`src/rtl/id_pkg.sv`:
```
// ---------------------------------------------------------------------------
// id_pkg : shared definitions for the instruction decode / operand fetch stage
//
//  - opcode constants (ALU encoding, OP_LD .. OP_XRI plus the upper
//    immediate-class opcodes)
//  - instruction field slice positions
//  - is_imm()   : opcode selects the immediate as operand b
//  - reads_rd() : opcode uses reg[rd] as operand a
// ---------------------------------------------------------------------------
package id_pkg;

  localparam int DEF_NREG = 8;
  localparam int DEF_DW   = 8;

  // Opcodes (ALU encoding)
  localparam logic [3:0] OP_LD  = 4'b0000;
  localparam logic [3:0] OP_ST  = 4'b0001;
  localparam logic [3:0] OP_MI  = 4'b0010;
  localparam logic [3:0] OP_MR  = 4'b0011;
  localparam logic [3:0] OP_SUM = 4'b0100;
  localparam logic [3:0] OP_SB  = 4'b0101;
  localparam logic [3:0] OP_AND = 4'b0110;
  localparam logic [3:0] OP_OR  = 4'b0111;
  localparam logic [3:0] OP_XR  = 4'b1000;
  localparam logic [3:0] OP_ADI = 4'b1001;
  localparam logic [3:0] OP_NOT = 4'b1010;
  localparam logic [3:0] OP_XRI = 4'b1011;
  localparam logic [3:0] OP_SMI = 4'b1100;
  localparam logic [3:0] OP_SBI = 4'b1101;
  localparam logic [3:0] OP_ANI = 4'b1110;
  localparam logic [3:0] OP_ORI = 4'b1111;

  // Instruction field positions: [15:12] opcode, [11:9] rd, [8:6] rs, [7:0] imm.
  // rs and imm overlap; which one is meaningful depends on the opcode class.
  localparam int OPC_HI = 15;
  localparam int OPC_LO = 12;
  localparam int RD_HI  = 11;
  localparam int RD_LO  = 9;
  localparam int RS_HI  = 8;
  localparam int RS_LO  = 6;
  localparam int IMM_HI = 7;
  localparam int IMM_LO = 0;

  function automatic logic is_imm(input logic [3:0] op);
    case (op)
      OP_LD, OP_ST, OP_MI, OP_ADI, OP_XRI,
      OP_SMI, OP_SBI, OP_ANI, OP_ORI: is_imm = 1'b1;
      default:                         is_imm = 1'b0;
    endcase
  endfunction

  // LD and MI take nothing from rd; every other op (ST included, as store
  // data) reads reg[rd] into operand a.
  function automatic logic reads_rd(input logic [3:0] op);
    reads_rd = (op != OP_LD) && (op != OP_MI);
  endfunction

endpackage

```
`src/rtl/id_regfile.sv`:
```
// ---------------------------------------------------------------------------
// id_regfile : NREG x DW register file for the decode stage
//
//  clk, rst       clock, asynchronous active-high reset (clears all registers)
//  ra1 / rd1      async read port 1 (rd field)
//  ra2 / rd2      async read port 2 (rs field)
//  we, wa, wd     synchronous write port (writeback)
//
// Build option WB_BYPASS_EN: a read whose index matches the write address in
// the same cycle returns the write data instead of the stored value.
// r0 is an ordinary register.
// ---------------------------------------------------------------------------
module id_regfile
  import id_pkg::*;
#(
  parameter int NREG = DEF_NREG,
  parameter int DW   = DEF_DW,
  parameter int AW   = $clog2(NREG)
) (
  input  logic          clk,
  input  logic          rst,
  input  logic [AW-1:0] ra1,
  output logic [DW-1:0] rd1,
  input  logic [AW-1:0] ra2,
  output logic [DW-1:0] rd2,
  input  logic          we,
  input  logic [AW-1:0] wa,
  input  logic [DW-1:0] wd
);

  logic [DW-1:0] mem [NREG];

  always_ff @(posedge clk or posedge rst) begin
    if (rst) begin
      for (int i = 0; i < NREG; i++) mem[i] <= '0;
    end else if (we) begin
      mem[wa] <= wd;
    end
  end

`ifdef WB_BYPASS_EN
  assign rd1 = (we && (wa == ra1)) ? wd : mem[ra1];
  assign rd2 = (we && (wa == ra2)) ? wd : mem[ra2];
`else
  assign rd1 = mem[ra1];
  assign rd2 = mem[ra2];
`endif

endmodule

```
`src/rtl/id_stage.sv`:
```
// ---------------------------------------------------------------------------
// id_stage : instruction decode / operand fetch stage feeding the 8-bit ALU
//
//  clk, reset            clock, asynchronous active-high reset
//  in_valid/in_ready     instruction handshake (instr: [15:12] op, [11:9] rd,
//                        [8:6] rs, [7:0] imm)
//  out_valid/out_ready   ALU-side handshake for the registered bundle
//  a, b, alu_control,    registered bundle: operands, opcode pass-through,
//  rd_out, wb_en_out,    destination, write-enable and memory flags
//  is_load, is_store
//  wb_valid/addr/data    writeback from the last stage: updates the register
//                        file and clears the register's busy bit
//
// Handshake: a transfer happens on a rising edge where valid & ready are both
// high. in_ready is combinational from out_valid, out_ready and the hazard
// check and never looks at in_valid. Once out_valid is high the bundle holds
// stable until out_ready is seen.
//
// Build option WB_BYPASS_EN: a writeback masks its register's busy bit in the
// same cycle and its data is forwarded to the operand reads, so a dependent
// instruction issues in the writeback cycle instead of the cycle after.
// ---------------------------------------------------------------------------
module id_stage
  import id_pkg::*;
#(
  parameter int NREG = DEF_NREG,
  parameter int DW   = DEF_DW,
  parameter int AW   = $clog2(NREG)
) (
  input  logic          clk,
  input  logic          reset,
  input  logic          in_valid,
  output logic          in_ready,
  input  logic [15:0]   instr,
  output logic          out_valid,
  input  logic          out_ready,
  output logic [DW-1:0] a,
  output logic [DW-1:0] b,
  output logic [3:0]    alu_control,
  output logic [AW-1:0] rd_out,
  output logic          wb_en_out,
  output logic          is_load,
  output logic          is_store,
  input  logic          wb_valid,
  input  logic [AW-1:0] wb_addr,
  input  logic [DW-1:0] wb_data
);

  logic [3:0]    op;
  logic [AW-1:0] rd_f;
  logic [AW-1:0] rs_f;
  logic [7:0]    imm_f;
  logic [DW-1:0] rd_val;
  logic [DW-1:0] rs_val;
  logic          op_imm;
  logic          op_wb;
  logic [NREG-1:0] busy;
  logic [NREG-1:0] busy_eff;
  logic          hazard;
  logic          accept;

  assign op     = instr[OPC_HI:OPC_LO];
  assign rd_f   = instr[RD_HI:RD_LO];
  assign rs_f   = instr[RS_HI:RS_LO];
  assign imm_f  = instr[IMM_HI:IMM_LO];
  assign op_imm = is_imm(op);
  assign op_wb  = (op != OP_ST);

  id_regfile #(.NREG(NREG), .DW(DW), .AW(AW)) u_regfile (
    .clk (clk),
    .rst (reset),
    .ra1 (rd_f),
    .rd1 (rd_val),
    .ra2 (rs_f),
    .rd2 (rs_val),
    .we  (wb_valid),
    .wa  (wb_addr),
    .wd  (wb_data)
  );

  // Busy view used by the hazard check.
  always_comb begin
    busy_eff = busy;
`ifdef WB_BYPASS_EN
    if (wb_valid) busy_eff[wb_addr] = 1'b0;
`endif
  end

  // busy[rd] stalls every op: it covers both WAW and the ops that read rd.
  assign hazard   = busy_eff[rd_f] | (!op_imm & busy_eff[rs_f]);
  assign in_ready = (!out_valid | out_ready) & !hazard;
  assign accept   = in_valid & in_ready;

  // Scoreboard: the accept set comes after the writeback clear so that it
  // wins when both hit the same register in one cycle.
  always_ff @(posedge clk or posedge reset) begin
    if (reset) begin
      busy <= '0;
    end else begin
      if (wb_valid)         busy[wb_addr] <= 1'b0;
      if (accept && op_wb)  busy[rd_f]    <= 1'b1;
    end
  end

  // Output bundle toward the ALU.
  always_ff @(posedge clk or posedge reset) begin
    if (reset) begin
      out_valid   <= 1'b0;
      a           <= '0;
      b           <= '0;
      alu_control <= '0;
      rd_out      <= '0;
      wb_en_out   <= 1'b0;
      is_load     <= 1'b0;
      is_store    <= 1'b0;
    end else if (accept) begin
      out_valid   <= 1'b1;
      a           <= reads_rd(op) ? rd_val : '0;
      b           <= op_imm ? DW'(imm_f) : rs_val;
      alu_control <= op;
      rd_out      <= rd_f;
      wb_en_out   <= op_wb;
      is_load     <= (op == OP_LD);
      is_store    <= (op == OP_ST);
    end else if (out_ready) begin
      out_valid   <= 1'b0;
    end
  end

endmodule
```
`config.mk`:
```
export PLATFORM = sky130hd
export DESIGN_NAME = id_stage
export DESIGN_NICKNAME = d
export VERILOG_FILES = /design/src/rtl/id_pkg.sv /design/src/rtl/id_regfile.sv /design/src/rtl/id_stage.sv
export SDC_FILE = /design/constraint.sdc
export NUM_CORES = 1
export LEC_CHECK = 0
export CORE_MARGIN = 5
export CORE_UTILIZATION = 60
export CTS_CLUSTER_DIAMETER = 200
export DETAILED_ROUTE_END_ITERATION = 6
export GPL_ROUTABILITY_DRIVEN = 1
export PLACE_DENSITY = 0.92
export SLEW_MARGIN = 15
export SYNTH_ARGS = -nofsm -noshare
export SYNTH_HDL_FRONTEND = slang
export SYNTH_SLANG_ARGS = --single-unit
```
`constraint.sdc`:
```
create_clock -name clk -period 4.8 [get_ports clk]
set_clock_uncertainty 0.05 [all_clocks]
set_input_delay 0.48 -clock clk [delete_from_list [all_inputs] [get_ports clk]]
set_output_delay 0.48 -clock clk [all_outputs]
set_load 0.02 [all_outputs]
```
# Yosys cells after proc, flatten, opt, wreduce, memory -nomap -nowiden

Memory sizes are Yosys's and may differ from the RTL's.
Cells that the tools add are included.

Bits in latches: 0
Bits in registers: 99
Output and inout port bits: 28
Logic and storage cells: 75
RAM bits: 0
Input port bits: 32
Memories: 1
Bits in read-only memories: 16

Memory list:

| name             | depth | bits a word | rd ports | clocked after Yosys merged registers in | wr ports | RTL line     | RTL |
|---|---|---|---|---|---|---|---|
| (name not given) | 16    | 1           | 1        | 0                                       | 0        | id_pkg.sv:45 | `case (op)` |

Equality and inequality tests: 3
Reduce and logical (&&, ||, !) cells: 11
Add/sub/neg operators: 0
Bitwise logic cells: 11
Shift operators: 0
Multiplexer cells: 23
Magnitude comparators: 9
Divide/modulo/power cells: 0
Multiply operators: 0

Operators with widths:

| kind                                                                         | number |
|---|---|
| 8-bit two-way mux                                                            | 9 |
| 64-bit bitwise mux                                                           | 1 |
| 8-bit binary-select mux with 3-bit select                                    | 2 |
| 8-bit demux with 3-bit select                                                | 1 |
| 4-bit >= comparator, second input constant                                   | 3 |
| 3-bit by 4-bit less-than comparator with 1-bit output, second input constant | 3 |
| 3-bit NOT with 4-bit output                                                  | 3 |
| 8-bit AND                                                                    | 1 |
| 8-bit NOT                                                                    | 1 |
| 8-bit OR                                                                     | 1 |
| 1-bit binary-select mux with 3-bit select                                    | 2 |
| 1-bit demux with 3-bit select                                                | 2 |
| 3-bit by 1-bit >= comparator with 1-bit output, second input constant        | 2 |
| 1-bit two-way mux                                                            | 6 |
| 1-bit logical AND                                                            | 5 |
| 4-bit by 1-bit equality test with 1-bit output, second input constant        | 1 |
| 4-bit zero test                                                              | 1 |
| 4-bit by 1-bit less-than comparator with 1-bit output, second input constant | 1 |
| 4-bit by 1-bit inequality test with 1-bit output, second input constant      | 1 |
| 4-bit by 2-bit inequality test with 1-bit output, second input constant      | 1 |
| 4-bit nonzero test                                                           | 1 |
| 1-bit AND                                                                    | 3 |
| 1-bit zero test                                                              | 3 |
| 1-bit OR                                                                     | 2 |
| 2-bit nonzero test                                                           | 1 |

# Depth between registers and ports, before layout

Gate-level depths: netlist of the first run.

Depth in word-level cells: 9
Mapped depth: 7
Gate-level depth less buffers: 5

# Modules after synthesis

From an unflattened synthesis of the first run, not the netlist that was laid out.

Cells, all modules: 347
Area total of the unflattened synthesis: 5383.9 um^2

By module, submodules not included:

| module     | cells each | area each (um^2) | sequential area each (um^2) | times used |
|---|---|---|---|---|
| id_regfile | 202        | 3543.4           | 1601.5                      | 1 |
| id_stage   | 145        | 1840.5           | 875.8                       | 1 |

# Least setup slack after synthesis of the first run

No wires, ideal clock.

Path kind: input to register
From: input port instr[7]
To: register a[3]
Stages: 7
Arrival: 2.057 ns
Library setup time: 0.128 ns
Path slack: 2.565 ns
Path through: buf_6 mux2_1 mux4_2 nand3_2 nand3_4 buf_6 mux2_1

Cells in the longest elaborated chain, start to end: 7

RTL lines:

| item                                      | RTL line        | RTL |
|---|---|---|
| start: declaration                        | id_stage.sv:34  | `input logic [15:0] instr,` |
| 1-bit binary-select mux with 3-bit select | id_stage.sv:90  | `assign hazard = busy_eff[rd_f] \| (!op_imm & busy_eff[rs_f]);` |
| 1-bit two-way mux (implied by the code)   | id_stage.sv:90  |  |
| 1-bit AND                                 | id_stage.sv:90  |  |
| 1-bit OR                                  | id_stage.sv:90  |  |
| 1-bit zero test                           | id_stage.sv:91  | `assign in_ready = (!out_valid \| out_ready) & !hazard;` |
| 1-bit AND                                 | id_stage.sv:91  |  |
| 1-bit AND                                 | id_stage.sv:92  | `assign accept = in_valid & in_ready;` |
| end signal: assignment                    | id_stage.sv:118 | `a <= reads_rd(op) ? rd_val : '0;` |
| end: declaration                          | id_stage.sv:37  | `output logic [DW-1:0] a,` |

Every way passes these cells. The select of a mux whose other input is x is not followed.
A chain may end at the register's enable or synchronous reset.

# Worst setup path in the final report of the first run

From: input port instr[7]
To: output port in_ready

Cells in the longest elaborated chain, start to end: 6

RTL lines:

| item                                      | RTL line       | RTL |
|---|---|---|
| 1-bit binary-select mux with 3-bit select | id_stage.sv:90 |  |
| 1-bit two-way mux (implied by the code)   | id_stage.sv:90 |  |
| 1-bit AND                                 | id_stage.sv:90 |  |
| 1-bit OR                                  | id_stage.sv:90 |  |
| 1-bit zero test                           | id_stage.sv:91 |  |
| 1-bit AND                                 | id_stage.sv:91 |  |
| end: declaration                          | id_stage.sv:33 | `output logic in_ready,` |

Every way passes these cells. The select of a mux whose other input is x is not followed.

==> results.md, run 1 <==
- Clock share of power: 0.209
- Dpl cell area: 5770 µm²
- Grt total ovfl: 0
- CTS tree: done
- CP Max Fanout: 10
- Logic pwr share: 0.344
- RSZ-0062 raised after global routing: false
- Max-cap violations: 0
- Final GP Congestion: 0.855
- Final setup TNS: 0 ps
- Sw Share: 0.313
- Worst setup path category: primary input to output pin
- Vias in the first global route: 3735
- Worst Hold Class: flop to flop
- CP bufs+invs: 2
- Clock buffer depth: 2
- 1st-iter DRT viols: 289
- Worst EP arrival: 3000 ps
- Critical path's top delay family: buffers and inverters
- Die area: 10500 µm²
- Max IR drop VDD: 192 µV
- Starting Density: 0.619
- Clock sink count: 99
- Final setup fails: 0
- Startpoint types: primary input
- CP max stage delay: 810 ps
- Mapped Area: 5110 µm²
- Worst path slowest cell: clkdlybuf4s50_1
- Slew HR: 0.177
- H-tree depth: 3
- Critical Path Most Common Cell: clkdlybuf4s50_1
- Drt pass-1 iters: 5
- Post-Synthesis Cells: 374
- Largest net degree at the start of global routing: 62
- Ant diodes: 0
- Via count: 3536
- Die X: 102 µm
- Routed Antenna Nets: 0
- Internal power: 0.00192 W
- Fin. max-slew vios: 0
- Port bufs: 59
- Fillers: 549
- Layout Nets: 460
- Fraction of layout cells with a size suffix above 1: 0.326
- Drt drc: 0
- Period utilisation layout: 0.736
- Critical path capture point type: output pin
- Syn_area_per_cell: 13.7 µm²
- Num CTS Buffers: 9
- Die height: 102 µm
- Post-CTS Setup Bufs: 0
- Tot GR Track Use: 0.257
- CP Cell Sequence: clkdlybuf4s50_1, mux2_1, mux4_2, nand3_2, and2_1, clkdlybuf4s50_1
- Register bit total from synthesis: 99
- Vias per inst: 6.58
- Core area: 8260 µm²
- Cell area power density: 466 nW/µm²
- PostCTS Resize Cnt: 0
- Main synth FF type: dfrtp_1
- Clk root buf: clkbuf_8
- Worst slew pin tran: 1220 ps
- Fmax: 0.283 GHz
- Leak: 2.48 nW
- Top Ports: 60
- Initial antenna violation count: 0
- Routed length per instance: 22.7 µm
- Clock Pin Slew Worst Setup and Hold Paths: 90 ps
- Number of synthesized flops with an enable pin: 0
- Reg area: 2480 µm²
- Dpl cells: 522
- Area of the multi-input gates: 2500 µm²
- Distinct cell type count after synthesis: 43
- First-pass GRT wire length: 20300 µm
- Worst hold slack: 451 ps
- Ys async rst share: 1.00
- Post-route cell area: 5980 µm²
- Yosys synthesis warning count: 0
- Sequential-to-total area share from yosys stat: 0.484
- # rows: 33
- Net switching power: 0.000872 W
- DP HPWL: 8210 µm
- Final Non-Filler Cells: 537
- CP Data Required Time: 4270 ps
- Final min period: 3530 ps
- Area delta synth->final: 17.0%
- Status: complete, no violations
- Sequential Power Share: 0.447
- Hold Fails Final Rpt: 0
- Cts hold-fix bufs: 0
- Post-synthesis net count: 406
- Final WL: 12200 µm
- Clock latency on the worst-skew pair: 370 ps
-- power by group through the flow --
stage / Combinational, W / Sequential [W] / Clock, W
2_1_floorplan: 0.000496 / 0.00133 / 0
3_3_place_gp: 0.000924 / 0.00124 / 0
3_5_place_dp: 0.000956 / 0.00126 / 0
4_1_cts: 0.000964 / 0.00124 / 0.000590
5_1_grt: 0.00103 / 0.00128 / 0.000625
6_report: 0.000958 / 0.00125 / 0.000583
-- worst paths after layout --
path,start,end,slack (ps),depth (start not counted)
max,instr[7],in_ready,1270,6
min,a[3],a[3],450,1
max reg2reg,busy[2],busy[2],2390,5
min reg2reg,a[3],a[3],450,1
max in group asynchronous,reset,b[4],3150,3
min in group asynchronous,reset,u_regfile.mem[26],540,2
-- per-stage QoR --
stage	utilization	setup slack (ps)	total power (W)
after floorplan	-	1680	0.00183
after global placement	0.699	1340	0.00216
after detailed placement	0.699	1300	0.00221
after CTS	0.724	1280	0.00279
after global routing	0.724	1190	0.00293
final	0.724	1270	0.00279
-- cell families after synthesis --
| group | share of synthesized area |
|---|---|
| multiplexers | 0.357 |
| flip-flops | 0.484 |
| buffers and inverters | 0.0284 |
| AND/OR/NAND/NOR | 0.0744 |
| AO/OA/AOI/OAI | 0.0558 |
-- cell usage in the layout (no fill, tap or decap), types with 2 or more instances in the layout --
cell type,instances
nor2_1,8
dfrtp_1,99
a21oi_1,3
o41ai_2,2
nor2b_1,3
nand3_1,7
mux2i_1,20
o22ai_1,2
o41ai_1,2
clkdlybuf4s50_1,59
a31oi_1,4
a221oi_1,3
a211oi_1,2
o221ai_1,2
o21ai_0,18
nand2_1,18
clkbuf_1,3
bufinv_16,2
nor3b_2,2
mux4_2,25
mux2_1,8
nand4b_1,4
buf_4,7
o2bb2ai_1,2
nand2b_1,8
inv_1,5
clkbuf_8,10
mux2_2,85
and2_1,2
nor3_2,2
-- synthesized netlist by cell type (2+ instances only) --
master | number | area [µm²]
o41ai_1 | 2 | 17.5
nor2_1 | 8 | 30.0
a211oi_1 | 2 | 15.0
a221oi_1 | 3 | 26.3
nor3b_2 | 2 | 25.0
nand2_1 | 18 | 67.6
mux2i_1 | 20 | 200
a21oi_1 | 3 | 15.0
clkbuf_1 | 10 | 37.5
nor3_1 | 2 | 10.0
o221ai_1 | 2 | 17.5
and2_1 | 2 | 12.5
nor2b_1 | 3 | 18.8
nand3_1 | 7 | 35.0
mux2_1 | 8 | 90.1
inv_1 | 6 | 22.5
nand4b_1 | 4 | 35.0
buf_2 | 5 | 25.0
o2bb2ai_1 | 2 | 17.5
mux2_2 | 85 | 957
buf_6 | 4 | 45.0
dfrtp_1 | 99 | 2480
a31oi_1 | 4 | 25.0
mux4_2 | 25 | 563
o41ai_2 | 2 | 32.5
o22ai_1 | 2 | 12.5
buf_1 | 4 | 15.0
nand2b_1 | 8 | 50.1
o21ai_0 | 18 | 90.1
-- layer usage --
layer	track usage	wire length, µm	share of wire
met5	0	0	0
met4	0.0858	246	0.020
met3	0.0648	906	0.074
met2	0.402	5980	0.49
met1	0.354	5070	0.42
-- final cells by class --
class / count / share of cell area
Inverter: 6 / 0.00418
Multi-Input combinational cell: 246 / 0.417
Clock buffer: 13 / 0.0249
Clock inverter: 2 / 0.0100
Sequential cell: 99 / 0.414
Tap cell: 105 / 0.0220
Timing Repair Buffer: 66 / 0.108
-- state kept, by name, indices dropped and copies added, names as in the netlist --
register	flops
a	8
busy	8
rd_out	3
alu_control	4
b	8
out_valid	1
is_load	1
is_store	1
wb_en_out	1
u_regfile.mem	64
Power figures use the tool's default switching activity.
==> run 2: changes to the inputs <==
CORE_UTILIZATION = 56   (was 60)
PLACE_DENSITY = 0.87   (was 0.92)
clock period = 3.66 ns   (was 4.8 ns; I/O delays follow)
==> results.md, run 2 (synthesis results as in run 1) <==
- Status: complete, no violations
- Vias per inst: 6.51 (-1.2%)
- Cell area power density: 596 nW/µm² (+28%)
- Fraction of layout cells with a size suffix above 1: 0.339 (+0.0130)
- Commonest cells after routing, fill and taps aside: dfrtp_1, mux2_2, clkdlybuf4s50_1
- Final setup TNS: 0 ps (unchanged)
- Post-CTS Setup Bufs: 0 (unchanged)
- Fin. max-slew vios: 0 (unchanged)
- Die height: 106 µm (+3.2%)
- Num CTS Buffers: 9 (unchanged)
- Drt drc: 0 (unchanged)
- Clk root buf: clkbuf_8
- Startpoint types: primary input
- Net switching power: 0.00114 W (+31%)
- Layout Nets: 466 (+1.3%)
- Clock buffer depth: 2 (unchanged)
- Routed length per instance: 21.7 µm (-4.4%)
- Clock Pin Slew Worst Setup and Hold Paths: 90 ps (about the same)
- 1st-iter DRT viols: 303 (+4.8%)
- Final min period: 3170 ps
- Initial antenna violation count: 0 (unchanged)
- Worst Hold Class: primary input to asynchronous set/reset pin
- Worst setup path category: primary input to output pin
- Most Crowded Layer GR: met2
- Hold Fails Final Rpt: 0 (unchanged)
- Logic pwr share: 0.349 (+0.005)
- DP HPWL: 8120 µm (-1.2%)
- Sequential Power Share: 0.454 (+0.007)
- RSZ-0062 raised after global routing: false
- Tot GR Track Use: 0.225 (-0.0312)
- Worst EP arrival: 2760 ps (-240 ps)
- CP Cell Sequence: clkdlybuf4s50_1, mux2i_1, a211oi_1, a211oi_1, and2_1, clkdlybuf4s50_1
- Clock latency on the worst-skew pair: 370 ps (about the same)
- Core area: 8810 µm² (+6.6%)
- Die X: 106 µm (+3.2%)
- Clock sink count: 99 (unchanged)
- Grt total ovfl: 0 (unchanged)
- Final setup fails: 0 (unchanged)
- Starting Density: 0.581 (-0.0385)
- Largest register FFs: 64 (unchanged)
- Ant diodes: 0 (unchanged)
- # rows: 34 (+3.0%)
- Final WL: 11900 µm (-2.6%)
- Fmax: 0.315 GHz
- Max-cap violations: 0 (unchanged)
- Biggest register: u_regfile.mem
- Top Ports: 60 (unchanged)
- Vias in the first global route: 3635 (-2.7%)
- Port bufs: 59 (unchanged)
- Final GP Congestion: 0.877 (+2.6%)
- Clock share of power: 0.198 (-0.011)
- Cts hold-fix bufs: 0 (unchanged)
- Critical path capture point type: output pin
- Internal power: 0.00245 W (+28%)
- PostCTS Resize Cnt: 0 (unchanged)
- Max IR drop VDD: 241 µV (+26%)
- Via count: 3560 (+0.68%)
- Fin util: 0.684 (-0.0405)
- CTS tree: done
- Largest net degree at the start of global routing: 100 (+61%)
- Commonest non-fill, non-tap cell in the layout: dfrtp_1
- Met3 usage: 0.0599 (-0.00494)
- Worst path slowest cell: clkdlybuf4s50_1
- Period utilisation layout: 0.867
- Area delta synth->final: 17.8%
- Worst slew pin tran: 1000 ps (-213 ps)
- Leak: 2.51 nW (+1.1%)
- Routed Antenna Nets: 0 (unchanged)
- Sw Share: 0.318 (+0.00537)
- First-pass GRT wire length: 19500 µm (-3.8%)
- Fillers: 625 (+14%)
- CP max stage delay: 810 ps (about the same)
- Met2 usage: 0.338 (-0.0635)
- H-tree depth: 3 (unchanged)
- Drt pass-1 iters: 5 (unchanged)
- Slew HR: 0.327 (+0.150)
- CP Max Fanout: 15 (+5)
- GR Util met1: 0.315 (-0.0391)
- CP Data Required Time: 3240 ps (-1030 ps)
- Die area: 11100 µm² (+6.4%)
[run 2: per-layer routing]
layer,vias up,share of wire
met2,179,0.47
li1,1539,-
met5,-,0
met4,0,0.029
met1,1814,0.42
met3,28,0.079
[run 2: worst paths after layout]
| path | from | to | slack [ps] | depth (start not counted) |
|---|---|---|---|---|
| min in group clk | a[3] | a[3] | 450 | 1 |
| worst min register to register | a[3] | a[3] | 450 | 1 |
| worst min-delay path | reset | u_regfile.mem[14] | 340 | 3 |
| max in group asynchronous | reset | u_regfile.mem[37] | 2770 | 3 |
| worst max register to register | busy[2] | rd_out[2] | 1300 | 5 |
| worst max-delay path | instr[10] | in_ready | 490 | 6 |
[run 2: layout make-up]
class | instances | area [µm²] | area share
clock buffers | 11 | 141 | 0.0235
well taps | 108 | 135 | 0.0224
repair buffers | 72 | 701 | 0.116
multi-input cells | 246 | 2490 | 0.414
clock inverters | 5 | 52.6 | 0.00873
inverters | 6 | 23.8 | 0.00395
flip-flops and latches | 99 | 2480 | 0.411
[run 2: critical path: cells and delay by family]
| kind | cells | cell delay [ps] |
|---|---|---|
| AO/OA/AOI/OAI | 2 | 530 |
| buffers and inverters | 2 | 1410 |
| multiplexers | 1 | 250 |
| AND/OR/NAND/NOR | 1 | 200 |
[run 2: power by group through the flow]
| stage | clock network [W] | logic [W] | registers, W |
|---|---|---|---|
| 2_1_floorplan | 0 | 0.000651 | 0.00175 |
| 3_3_place_gp | 0 | 0.00122 | 0.00162 |
| 3_5_place_dp | 0 | 0.00126 | 0.00164 |
| 4_1_cts | 0.000718 | 0.00126 | 0.00162 |
| 5_1_grt | 0.000768 | 0.00134 | 0.00166 |
| 6_report | 0.000709 | 0.00125 | 0.00163 |
[run 2: metrics by stage]
stage / total power [W] / instance area (µm²) / cells / setup WS (ps) / hold slack [ps]
final: 0.00359 / 6020 / 547 / 485 / 340
after global routing: 0.00377 / 6020 / 547 / 362 / 418
after CTS: 0.00360 / 6020 / 547 / 495 / 406
after detailed placement: 0.00290 / 5830 / 531 / 499 / 431
after global placement: 0.00283 / 5830 / 531 / 522 / 422
after floorplan: 0.00240 / 5110 / 374 / 654 / 411
==> run 3: changes to the inputs <==
CORE_MARGIN = 4   (was 5)
==> results.md, run 3 (synthesis results as in run 1) <==
- Commonest cells after routing, fill and taps aside: dfrtp_1, mux2_2, clkdlybuf4s50_1
- RSZ-0062 raised after global routing: false
- CTS tree: done
- Clock latency on the worst-skew pair: 380 ps (about the same)
- Period utilisation layout: 0.894 (+0.0265)
- Clk root buf: clkbuf_8
- Fin util: 0.685 (+0.000995)
- H-tree depth: 3 (unchanged)
- Top Ports: 60 (unchanged)
- Fmax: 0.306 GHz (-3.0%)
- Cell area power density: 605 nW/µm² (+1.5%)
- Slew HR: 0.257 (-0.0696)
- First-pass GRT wire length: 20500 µm (+5.4%)
- DP HPWL: 8540 µm (+5.3%)
- Layout Nets: 466 (unchanged)
- CP Data Required Time: 3240 ps (about the same)
- Fraction of layout cells with a size suffix above 1: 0.344 (+0.00456)
- Biggest register: u_regfile.mem
- Max IR drop VDD: 256 µV (+6.5%)
- Final setup fails: 0 (unchanged)
- Clock buffer depth: 2 (unchanged)
- Routed Antenna Nets: 0 (unchanged)
- CP Max Fanout: 17 (+2)
- Leak: 2.51 nW (-0.10%)
- Drt pass-1 iters: 5 (unchanged)
- Fin. max-slew vios: 0 (unchanged)
- Port bufs: 59 (unchanged)
- R2r endpoint: busy[2]
- Sw Share: 0.327 (+0.00900)
- Clock share of power: 0.205 (+0.007)
- Sequential Power Share: 0.448 (-0.006)
- Vias per inst: 6.52 (+0.25%)
- Reg2reg start: busy[6]
- Status: complete, no violations
- Drt drc: 0 (unchanged)
- Net switching power: 0.00119 W (+4.5%)
- Hold Fails Final Rpt: 0 (unchanged)
- Die X: 104 µm (-1.9%)
- # rows: 34 (unchanged)
- Worst hold slack: 336 ps (-4.41 ps)
- Initial antenna violation count: 0 (unchanged)
- Clock Pin Slew Worst Setup and Hold Paths: 90 ps (about the same)
- Routed length per instance: 23.2 µm (+6.9%)
- Commonest non-fill, non-tap cell in the layout: dfrtp_1
- PostCTS Resize Cnt: 0 (unchanged)
- 1st-iter DRT viols: 236 (-22%)
- Starting Density: 0.581 (unchanged)
- Worst slew pin tran: 1110 ps (+105 ps)
- Final min period: 3270 ps (+97.0 ps)
- Logic pwr share: 0.347 (-0.002)
- Final WL: 12700 µm (+6.9%)
- Post-CTS Setup Bufs: 0 (unchanged)
- Vias in the first global route: 3856 (+6.1%)
- Internal power: 0.00245 W (+0.32%)
- Largest net degree at the start of global routing: 42 (-58%)
- Core area: 8810 µm² (unchanged)
- Largest register FFs: 64 (unchanged)
- Num CTS Buffers: 9 (unchanged)
- Ant diodes: 0 (unchanged)
- Via count: 3569 (+0.25%)
- Worst Hold Class: primary input to asynchronous set/reset pin
- Flop-to-flop setup slack: 1220 ps (-80 ps)
- Worst EP arrival: 2860 ps (+100 ps)
- Worst R2R Path Depth: 5 (unchanged)
- Die height: 104 µm (-1.9%)
- Tot GR Track Use: 0.246 (+0.0210)
- Max-cap violations: 0 (unchanged)
- Startpoint types: primary input
- Critical path capture point type: output pin
- Grt total ovfl: 0 (unchanged)
- Final setup TNS: 0 ps (unchanged)
- Worst setup path category: primary input to output pin
- Clock sink count: 99 (unchanged)
- Die area: 10700 µm² (-3.8%)
- Cts hold-fix bufs: 0 (unchanged)
- Final GP Congestion: 0.920 (+4.9%)
- Area delta synth->final: 17.9%
[run 3: area by class of cell]
| class | instances | area (µm²) |
|---|---|---|
| fillers | 624 | 2780 |
| repair buffers | 72 | 688 |
| inverters | 6 | 23.8 |
| flip-flops and latches | 99 | 2480 |
| multi-input cells | 246 | 2500 |
| well taps | 108 | 135 |
| clock buffers | 10 | 138 |
| clock inverters | 6 | 71.3 |
[run 3: worst max path at each step]
stage	from	endpoint	slack, ps
finish	instr[10]	in_ready	390
global route	instr[10]	in_ready	290
CTS	instr[10]	in_ready	410
detailed placement	instr[10]	in_ready	450
global placement	instr[7]	in_ready	540
floorplan	reset	a[0]	650
[run 3: stage by stage]
stage	cell area (µm²)	setup WS, ps	cells	power [W]
after detailed placement	5820	445	531	0.00291
after global routing	6030	287	547	0.00382
final	6030	388	547	0.00365
after global placement	5820	539	531	0.00284
after floorplan	5110	654	374	0.00240
after CTS	6020	407	547	0.00366
[run 3: critical path, stage by stage]
cell	delay [ps]
clkdlybuf4s50_1	830
mux2i_1	270
a211oi_1	110
a211oi_1	460
and2_1	210
clkdlybuf4s50_1	600
[run 3: power groups by stage]
stage	Sequential, W	Combinational [W]	Clock (W)
after floorplan	0.00175	0.000651	0
after global placement	0.00162	0.00122	0
after detailed placement	0.00164	0.00126	0
after CTS	0.00163	0.00127	0.000754
after global routing	0.00167	0.00136	0.000802
final	0.00163	0.00127	0.000749
[run 3: layer usage]
layer	global-route usage	up-vias	share of wire
met5	0	-	0
met4	0.104	0	0.022
met3	0.0622	29	0.076
met2	0.398	170	0.50
met1	0.320	1838	0.40
li1	-	1532	-
